## config.mk

```make
export PLATFORM = sky130hd
export DESIGN_NAME = updown_counter_param
export DESIGN_NICKNAME = d
export VERILOG_FILES = /design/src/rtl/updown_counter_param.sv
export SDC_FILE = /design/constraint.sdc
export NUM_CORES = 1
export LEC_CHECK = 0
export ABC_AREA = 1
export CAP_MARGIN = 40
export CORE_UTILIZATION = 42
export DETAILED_ROUTE_END_ITERATION = 8
export PLACE_DENSITY = 0.78
export RECOVER_POWER = 25
export SETUP_SLACK_MARGIN = 0.4
export SYNTH_ARGS = -nofsm -noshare
export SYNTH_HDL_FRONTEND = slang
export SYNTH_SLANG_ARGS = --single-unit
export TNS_END_PERCENT = 10
```

## constraint.sdc

```tcl
create_clock -name clk -period 1.37 [get_ports clk]
set_input_delay 0.137 -clock clk [delete_from_list [all_inputs] [get_ports clk]]
set_output_delay 0.137 -clock clk [all_outputs]
set_load 0.02 [all_outputs]
```

## src/rtl/updown_counter_param.sv

```systemverilog
// Parametrised up/down counter with programmable terminal value.
//
// Counts over 0..MAX_VAL, wrapping modulo (MAX_VAL+1) or saturating at the
// limits depending on SATURATE. Per-edge priority: sync_clr > load > en > hold.
//
// Parameters:
//   WIDTH    - counter width in bits (2..32)
//   MAX_VAL  - terminal count value (1..2**WIDTH-1)
//   SATURATE - 0: wrap at limits, 1: hold at limits
//
// Ports:
//   clk      - rising-edge clock
//   clear_n  - asynchronous active-low reset (count, ovf, unf -> 0)
//   sync_clr - synchronous clear to 0
//   load     - synchronous parallel load (clamped to MAX_VAL)
//   load_val - value loaded when load=1
//   en       - count enable
//   dir_up   - 1: count up, 0: count down
//   count    - registered count value
//   at_max   - combinational, count == MAX_VAL
//   at_zero  - combinational, count == 0
//   ovf      - registered pulse: an up-count event happened at MAX_VAL
//   unf      - registered pulse: a down-count event happened at 0
module updown_counter_param #(
  parameter int unsigned WIDTH    = 8,
  parameter int unsigned MAX_VAL  = (2 ** WIDTH) - 1,
  parameter bit          SATURATE = 1'b0
) (
  input  logic             clk,
  input  logic             clear_n,
  input  logic             sync_clr,
  input  logic             load,
  input  logic [WIDTH-1:0] load_val,
  input  logic             en,
  input  logic             dir_up,
  output logic [WIDTH-1:0] count,
  output logic             at_max,
  output logic             at_zero,
  output logic             ovf,
  output logic             unf
);

  localparam logic [WIDTH-1:0] MaxVal = WIDTH'(MAX_VAL);

  logic [WIDTH-1:0] count_q, count_d;
  logic             ovf_q, ovf_d;
  logic             unf_q, unf_d;

  always_comb begin
    count_d = count_q;
    ovf_d   = 1'b0;
    unf_d   = 1'b0;
    if (sync_clr) begin
      count_d = '0;
    end else if (load) begin
      // Out-of-range load values clamp so count never leaves 0..MAX_VAL.
      count_d = (load_val > MaxVal) ? MaxVal : load_val;
    end else if (en) begin
      if (dir_up) begin
        if (count_q == MaxVal) begin
          ovf_d   = 1'b1;
          count_d = SATURATE ? MaxVal : '0;
        end else begin
          count_d = count_q + WIDTH'(1);
        end
      end else begin
        if (count_q == '0) begin
          unf_d   = 1'b1;
          count_d = SATURATE ? '0 : MaxVal;
        end else begin
          count_d = count_q - WIDTH'(1);
        end
      end
    end
  end

  always_ff @(posedge clk or negedge clear_n) begin
    if (!clear_n) begin
      count_q <= '0;
      ovf_q   <= 1'b0;
      unf_q   <= 1'b0;
    end else begin
      count_q <= count_d;
      ovf_q   <= ovf_d;
      unf_q   <= unf_d;
    end
  end

  assign count   = count_q;
  assign ovf     = ovf_q;
  assign unf     = unf_q;
  assign at_max  = (count_q == MaxVal);
  assign at_zero = (count_q == '0);

endmodule

```

# Word-level counts from Yosys, hierarchy flattened
# Index checks and enable logic that the tools add are counted.
[op_classes]
n_addsub = 2
magnitude_cmp = 1
n_eq_ne = 1
mux = 17
n_reduce_logical = 2
[op_table]
columns = ["op", "count"]
rows = [
  ["2-to-1 mux 8 bit", 7],
  ["2-to-1 mux 1 bit", 10],
  ["adder 8 x 1 -> 8 bit, second input constant", 1],
  ["== test 8 bit, second input constant", 1],
  ["> comparator 8 bit, second input constant", 1],
  ["logical NOT 8 bit", 1],
  ["subtractor 8 x 1 -> 8 bit, second input constant", 1],
  ["nonzero test 3 bit", 1],
]
[totals]
regBits = 10
input_bits = 14
out_inout_bits = 12

# Longest topological paths before layout
# Gate-level depths: netlist of the first run.
[depth]
depth_word = 6
ltp_mapped = 11

# Least setup slack after synthesis of the first run
# OpenSTA, ideal clock, no wires.
[synth_path]
path_kind = "reg-to-reg"
startpoint = "register count_q[1] (netlist: count[1])"
endpoint = "register count_q[0] (netlist: count[0])"
setup_ns = 0.130
t_arrival_ns = 1.393
required_ns = 1.240
slack_ns = -0.153
path_stages_with_launch = 11
period_less_slack_ns = 1.523
cell_sequence = "dfrtp_1 > ha_1 > nand2_1 > nor2_2 > nand2_2 > inv_2 > nand2_1 > nand2_1 > nand3_1 > nand2_1 > o21ai_0"
[synth_between]
elab_chain_cells = 6
[synth_lines]
columns = ["element", "line", "rtl"]
rows = [
  ["from (decl)", "45", "logic [WIDTH-1:0] count_q, count_d;"],
  ["from (signal assigned)", "83", "count_q <= count_d;"],
  ["== test 8 bit", "-", ""],
  ["named net at_max", "37", "output logic at_max,"],
  ["2-to-1 mux 8 bit", "60", "if (count_q == MaxVal) begin"],
  ["2-to-1 mux 8 bit", "59", "if (dir_up) begin"],
  ["2-to-1 mux 8 bit", "58", "end else if (en) begin"],
  ["2-to-1 mux 8 bit", "55", "end else if (load) begin"],
  ["2-to-1 mux 8 bit", "53", "if (sync_clr) begin"],
]
# The timed path passes the listed nets, and every way through them passes these cells. The select of a mux whose other input is x is not followed.
# A chain may end at the register's enable or synchronous reset.

# Final worst setup path of the first run
[layout_path]
startpoint = "register count_q[0] (netlist: count[0])"
endpoint = "register count_q[5] (netlist: count[5])"
[layout_between]
elab_chain_cells = 6
[layout_lines]
columns = ["element", "line", "rtl"]
rows = [
  ["subtractor 8 x 1 -> 8 bit, or another cell as far along", "71", "count_d = count_q - WIDTH'(1);"],
  ["2-to-1 mux 8 bit (on tied branches)", "67, 60", ""],
  ["2-to-1 mux 8 bit *", "59", ""],
  ["2-to-1 mux 8 bit *", "58", ""],
  ["2-to-1 mux 8 bit *", "55", ""],
  ["2-to-1 mux 8 bit *", "53", ""],
]
# Every way passes the cells marked *; elsewhere a longest branch is shown, timed or not. The select of a mux whose other input is x is not followed.

==> results by group, run 1 <==
Run status
  • Status: finished with violations
  • Failing checks: setup timing

Floorplanning
  • Initial Utilization: 45.4%
  • I/O pin cnt: 26
  • Die Wd: 48.3 um
  • Placement row count: 16
  • Placeable core region: 1980 sq um
  • Die footprint: 2330 sq um
  • Die Y: 48.3 um

Clock tree
  • CTS hold repair buffers: 0
  • Clock slew at reported path FFs: 0.08 ns
  • CTS Buf Count: 3
  • TritonCTS clock tree: yes
  • # clock sinks: 10
  • Clk root buf: clkbuf_4
  • CTS Buffer Depth: 2
  • H-Tree Depth: 1
  • Worst skew pair latency: 0.29 ns

Worst setup path
  • Crit path kind: reg -> reg
  • Worst EP arrival: 1.65 ns
  • CP max FO: 4
  • Worst path bufs/invs: 2
  • Critical path's slowest cell: dfrtp_2
  • Worst endpoint required time: 1.54 ns
  • CP endpoint kind: flip-flop
  • CP peak stage delay: 0.43 ns
  • Most used cell, CP: nand2_1
  • Worst path cell trace: inv_4, ha_4, nand2_4, nor2_4, buf_6, nor2_4, nand3_2, nand2_1, nand2_1, nand2_1, o21ai_1
  • Setup crit start kind: flip-flop
  • Top delay family on crit path: simple AND/OR/NAND/NOR gates

Yosys
  • Syn Nets: 167
  • Sequential share of the synthesized area: 27.8%
  • Flops & latches, synth: 10
  • Yosys warnings: 0
  • Syn avg cell area: 6.00 sq um
  • Mapped cell area: 900 sq um
  • Synth Instances: 150
  • Netlist cell types: 22

Timing
  • Relative slew slack: 68.0%
  • Final Hold Violating Endpoints: 0
  • Highest Clock Rate: 0.673 GHz
  • Min Tclk post-route: 1.49 ns
  • Final period utilization: 108%
  • Final Max Tran Viols: 0
  • Setup WS post-layout: -0.116 ns
  • Worst-Margin Slew: 0.478 ns
  • Post-Route Skew: 0.0106 ns
  • Unrepaired setup endpoints after global routing: true
  • Final TNS setup: -0.664 ns
  • Finish-stage setup viols: 9

Global routing
  • Vias in the first global route: 1070
  • Tot GR Track Use: 30.1%
  • GRT overflow: 0
  • Initial antenna violation count: 0
  • Largest net degree at the start of global routing: 11
  • First-pass GRT wire length: 4.75 mm

Routing
  • Vias: 1222
  • Post-Route WL: 3.18 mm
  • Vias per cell: 5.27
  • WL/cell: 13.7 um
  • DRT iter0 DRCs: 58
  • Residual DRC: 0
  • TritonRoute pass-1 iters: 4
  • Final ANT Viol Nets: 0

Layout
  • Post-layout utilization of the core: 80.6%
  • Area grow syn2layout: 77.5%
  • Final Net Count: 223
  • Diode count: 0
  • Layout cells sized above 1: 40.0%
  • Commonest non-fill, non-tap cell in the layout: nand2_1
  • Most frequent cells in the layout: nand2_1, buf_4, inv_1

Pwr
  • Psw: 483 uW
  • Int Pwr: 769 uW
  • Comb pwr share: 48.8%
  • Switch share: 38.6%
  • Seq pwr share: 28.3%
  • Max VDD drop: 0.000524 V
  • Leakage Power: 0.000818 uW
  • PD cells: 784 nW/um^2
  • Clk pwr share: 22.9%

Place
  • Dpl ws: -0.260 ns
  • I/O Buffers: 25
  • DP HPWL: 2.40 mm
  • Final GP Congestion: 0.834

Job
  • Max cap viols: 0

Worst hold path
  • Hold WC Path Type: in -> async
==> worst paths after layout <==
kind | startpoint | end | slack, ns | cells past startpoint
setup / recovery | count[0]$_DFFE_PN0P_ | count[5]$_DFFE_PN0P_ | -0.12 | 11
hold / removal | clear_n | unf$_DFF_PN0_ | 0.24 | 1
setup reg to reg | count[0]$_DFFE_PN0P_ | count[5]$_DFFE_PN0P_ | -0.12 | 11
hold reg to reg | count[6]$_DFFE_PN0P_ | count[6]$_DFFE_PN0P_ | 0.67 | 3
max in group asynchronous | clear_n | count[6]$_DFFE_PN0P_ | 0.77 | 1
min in group clk | load_val[7] | count[7]$_DFFE_PN0P_ | 0.51 | 5
==> state kept, by name, indices dropped and copies added, names as in the netlist <==
signal,count
unf,1
count,8
ovf,1
==> power groups by stage <==
stage | clock network, uW | registers, uW | logic [uW]
4_1_cts | 276 | 351 | 560
2_1_floorplan | 0 | 384 | 240
5_1_grt | 295 | 358 | 665
3_5_place_dp | 0 | 353 | 531
3_3_place_gp | 0 | 350 | 512
6_report | 287 | 355 | 611
==> layer usage <==
layer  part of all wire (%)  GRT usage (%)  vias up
li1                       -              -      586
met1                     38           36.7      560
met2                     52           53.6       67
met3                    8.7           4.07        9
met4                    2.1           10.6        0
met5                      0              0        -
==> cell families (layout without fill, tap and decap cells) <==
group / after synthesis / after routing / synth area share [%]
AOI/OAI and AO/OA: 24 / 24 / 14.3
xor gates and xnor gates: 3 / 3 / 2.92
adders and majority gates: 3 / 3 / 4.17
buffers and inverters: 25 / 80 / 10.7
DFF: 10 / 10 / 27.8
and+or+nand+nor: 85 / 85 / 40.1
==> cells in the mapped netlist, drive strengths merged <==
cell / n / area share (%)
xor2: 2 / 1.9
buf: 2 / 1.1
ha: 3 / 4.2
inv: 23 / 9.6
nand3: 10 / 5.6
or2: 1 / 0.70
o41ai: 1 / 0.97
nor3: 1 / 0.56
nand4: 1 / 0.70
o22ai: 1 / 0.70
xnor2: 1 / 0.97
nor2: 21 / 11
nand2: 51 / 22
o21ai: 18 / 10
dfrtp: 10 / 28
a21oi: 4 / 2.2
==> per-stage QoR <==
step | power [uW] | cells | area (sq um) | hold slack (ns)
after CTS | 1190 | 232 | 1530 | 0.200
after detailed placement | 884 | 228 | 1440 | 0.504
after global routing | 1320 | 232 | 1600 | 0.301
after floorplan | 624 | 150 | 950 | -0.159
after global placement | 863 | 228 | 1440 | 0.486
final | 1250 | 232 | 1600 | 0.236
==> final cells by class <==
cell class              count  area, sq um
multi-input cells         115          696
repair buffers             53          480
fillers                   128          385
flip-flops and latches     10          256
inverters                  23         93.8
clock buffers               4         36.3
well taps                  27         33.8
==> timing repair <==
action / 4_1_cts / 5_1_grt
setup buffers: 0 / 0
pin swaps: 8 / 7
setup endpoints to repair: 22 / 20
gates resized for setup: 56 / 30
No activity file was read; power rests on OpenSTA's default activity.
==> run 2, diff against run 1 <==
--- a/config.mk
+++ b/config.mk
@@ -5,8 +5,8 @@
 export SDC_FILE = /design/constraint.sdc
 export NUM_CORES = 1
 export LEC_CHECK = 0
-export ABC_AREA = 1
 export CAP_MARGIN = 40
+export CORE_MARGIN = 2
 export CORE_UTILIZATION = 42
 export DETAILED_ROUTE_END_ITERATION = 8
 export PLACE_DENSITY = 0.78
==> results by group, run 2 <==
Timing
  • Unrepaired setup endpoints after global routing: true
  • Relative slew slack: 64.4% (-3.7 points)
  • Worst-Margin Slew: 0.533 ns (+0.0546 ns)
  • Setup WS post-layout: -0.259 ns (-0.142 ns)
  • Finish-stage setup viols: 10 (+1)
  • Final Max Tran Viols: 0 (unchanged)
  • Final period utilization: 119% (+10 points)
  • Post-Route Skew: 0.00135 ns (-0.00927 ns)
  • Min Tclk post-route: 1.63 ns (+0.142 ns)
  • Highest Clock Rate: 0.614 GHz (-8.7%)
  • Final Hold Violating Endpoints: 0 (unchanged)

Floorplanning
  • Die Wd: 50.6 um (+4.9%)
  • Die Y: 50.6 um (+4.9%)
  • Placement row count: 16 (unchanged)
  • I/O pin cnt: 26 (unchanged)
  • Initial Utilization: 45.6% (+0.23 points)
  • Die footprint: 2560 sq um (+10%)
  • Placeable core region: 2000 sq um (+1.0%)

Worst setup path
  • CP peak stage delay: 0.44 ns (about the same)
  • Worst path cell trace: nor4_4, buf_4, and2b_1, a41oi_1, o311a_1
  • CP endpoint kind: flip-flop
  • Critical path's slowest cell: dfrtp_1
  • CP max FO: 3 (-1)
  • Crit path kind: reg -> reg
  • Worst EP arrival: 1.80 ns (+0.15 ns)
  • Worst endpoint required time: 1.54 ns (about the same)
  • Setup crit start kind: flip-flop

Place
  • Placed Area: 1410 sq um (-2.2%)
  • Final GP Congestion: 0.914 (+9.6%)
  • Dpl ws: -0.367 ns (-0.108 ns)
  • DP Cell Count: 192 (-16%)
  • I/O Buffers: 25 (unchanged)
  • DP HPWL: 2.30 mm (-4.4%)

Clock tree
  • Clk root buf: clkbuf_4
  • TritonCTS clock tree: yes
  • # clock sinks: 10 (unchanged)
  • Worst skew pair latency: 0.28 ns (about the same)
  • Clock slew at reported path FFs: 0.07 ns (about the same)
  • CTS Buffer Depth: 2 (unchanged)
  • CTS Buf Count: 3 (unchanged)
  • CTS hold repair buffers: 0 (unchanged)
  • H-Tree Depth: 1 (unchanged)

Global routing
  • Tot GR Track Use: 28.7% (-1.4 points)
  • Initial antenna violation count: 0 (unchanged)
  • Vias in the first global route: 1086 (+1.5%)
  • Largest net degree at the start of global routing: 11 (unchanged)
  • First-pass GRT wire length: 5.37 mm (+13%)
  • GRT overflow: 0 (unchanged)

Layout
  • Post-Layout Cell Count: 200 (-14%)
  • Diode count: 0 (unchanged)
  • Commonest non-fill, non-tap cell in the layout: buf_4
  • Area grow syn2layout: 72.2%
  • Fill count: 138 (+7.8%)
  • Max reg flops: 8 (unchanged)
  • Most frequent cells in the layout: buf_4, nand2_1, clkdlybuf4s50_1
  • Final Net Count: 191 (-14%)
  • Design Area, Final: 1570 sq um (-1.5%)
  • Layout cells sized above 1: 45.7% (+5.7 points)

Yosys
  • Mapped cell area: 913 sq um (+1.5%)
  • Synth top area share: 27.4% (-0.42 points)
  • Synth Flop Type: dfrtp_1
  • EDFF count, synth: 0 (unchanged)
  • Synth area leader: dfrtp_1
  • Sequential share of the synthesized area: 27.4% (-0.42 points)
  • Syn avg cell area: 8.01 sq um (+34%)
  • Synth Instances: 114 (-24%)
  • FFs w/ async S/R, synth: 100% (unchanged)
  • Flops & latches, synth: 10 (unchanged)
  • Synth cell count leaders: nand2_1, dfrtp_1, nor2_1
  • Syn Nets: 131 (-22%)
  • Netlist cell types: 42 (+91%)
  • Yosys warnings: 0 (unchanged)
  • Area contributors post-synth: dfrtp_1, nand2_1, a21oi_1
  • Top-count cell post-synth: nand2_1

Job
  • Max cap viols: 0 (unchanged)

Routing
  • Final ANT Viol Nets: 0 (unchanged)
  • WL/cell: 18.2 um (+33%)
  • DRT iter0 DRCs: 40 (-31%)
  • Residual DRC: 0 (unchanged)
  • Post-Route WL: 3.65 mm (+15%)
  • Vias per cell: 5.96 (+13%)
  • Vias: 1191 (-2.5%)
  • TritonRoute pass-1 iters: 4 (unchanged)

Pwr
  • PD cells: 749 nW/um^2 (-4.5%)
  • Max VDD drop: 0.000538 V (+2.8%)
  • Leakage Power: 0.000698 uW (-15%)

Worst hold path
  • Hold WC Path Type: in -> async

Run status
  • Status: finished with violations
  • Failing checks: setup timing
run 2: cell types whose count changed after synthesis, moves of 8 or more:
| cell | before | now |
|---|---|---|
| inv_1 | 21 | 7 |
| nand2_1 | 50 | 14 |
| nand3_1 | 10 | 2 |
| nor2_1 | 17 | 9 |
| o21ai_0 | 16 | 6 |
run 2: layout make-up:
class                           instances  area [sq um]  share of cell area [%]
Tap cell                               27          33.8                    2.15
Inverter                                8          30.0                    1.91
Sequential cell                        10           255                    16.2
Multi-Input combinational cell         89           686                    43.6
Timing Repair Buffer                   62           532                    33.8
Clock buffer                            4          36.3                    2.31
run 2: kinds of logic after synthesis:
family          count (synthesis)  synth area share [%]
flops                          10                  27.4
mux                             2                  2.33
buf+inv                        15                  9.04
xor+xnor                        3                  2.88
compound gates                 29                  21.4
fa+ha+maj                       3                  4.11
simple gates                   52                  32.9
run 2: worst max-delay path: cells and delay by family (launching register included):
family | cells | cell delay [ns]
AND/OR/NAND/NOR | 2 | 0.47
AO/OA/AOI/OAI | 2 | 0.43
flip-flops | 1 | 0.44
buffers and inverters | 1 | 0.17
run 2: power by group:
part           switching (uW)  internal [uW]  leakage [uW]  total [uW]
sequential               26.8            316      0.000127         342
clock                     126            162     0.0000210         288
combinational             271            276      0.000550         547
run 2: timing repair:
item | 4_1_cts | 5_1_grt
pin swaps | 12 | 9
setup endpoints to repair | 22 | 20
setup buffers | 1 | 3
gates resized for setup | 70 | 15
run 2: final timing paths:
| path | startpoint | endpoint | slack (ns) | cells past startpoint |
|---|---|---|---|---|
| min reg2reg | count[7]$_DFFE_PN0P_ | unf$_DFF_PN0_ | 0.76 | 4 |
| max reg2reg | count[5]$_DFFE_PN0P_ | count[7]$_DFFE_PN0P_ | -0.26 | 5 |
| max | count[5]$_DFFE_PN0P_ | count[7]$_DFFE_PN0P_ | -0.26 | 5 |
| max in group asynchronous | clear_n | count[3]$_DFFE_PN0P_ | 0.72 | 1 |
| min | clear_n | ovf$_DFF_PN0_ | 0.26 | 1 |
| min in group clk | load_val[2] | count[2]$_DFFE_PN0P_ | 0.42 | 3 |
run 2: per-stage QoR:
step	TNS, ns	hold slack, ns	total power (uW)	utilization (%)
4_1_cts	-1.63	0.227	1120	75.8
3_5_place_dp	-2.51	0.527	802	70.6
6_report	-1.75	0.265	1180	78.6
3_3_place_gp	-2.03	0.506	791	70.6
2_1_floorplan	-1.68	-0.159	581	-
5_1_grt	-2.38	0.329	1220	78.6
run 2: routing by layer:
layer  share of wire, %  global-route usage (%)  up-vias
li1                   -                       -      538
met1                 41                    36.0      572
met2                 50                    50.2       67
met3                6.7                    4.46       14
met4                2.7                    8.56        0
met5                  0                       0        -
==> run 3, diff against run 2 <==
--- a/config.mk
+++ b/config.mk
@@ -5,6 +5,7 @@
 export SDC_FILE = /design/constraint.sdc
 export NUM_CORES = 1
 export LEC_CHECK = 0
+export ABC_AREA = 0
 export CAP_MARGIN = 40
 export CORE_MARGIN = 2
 export CORE_UTILIZATION = 42
==> results of run 3 <==
The final DEF is identical to that of run 2; final timing and power are the same.
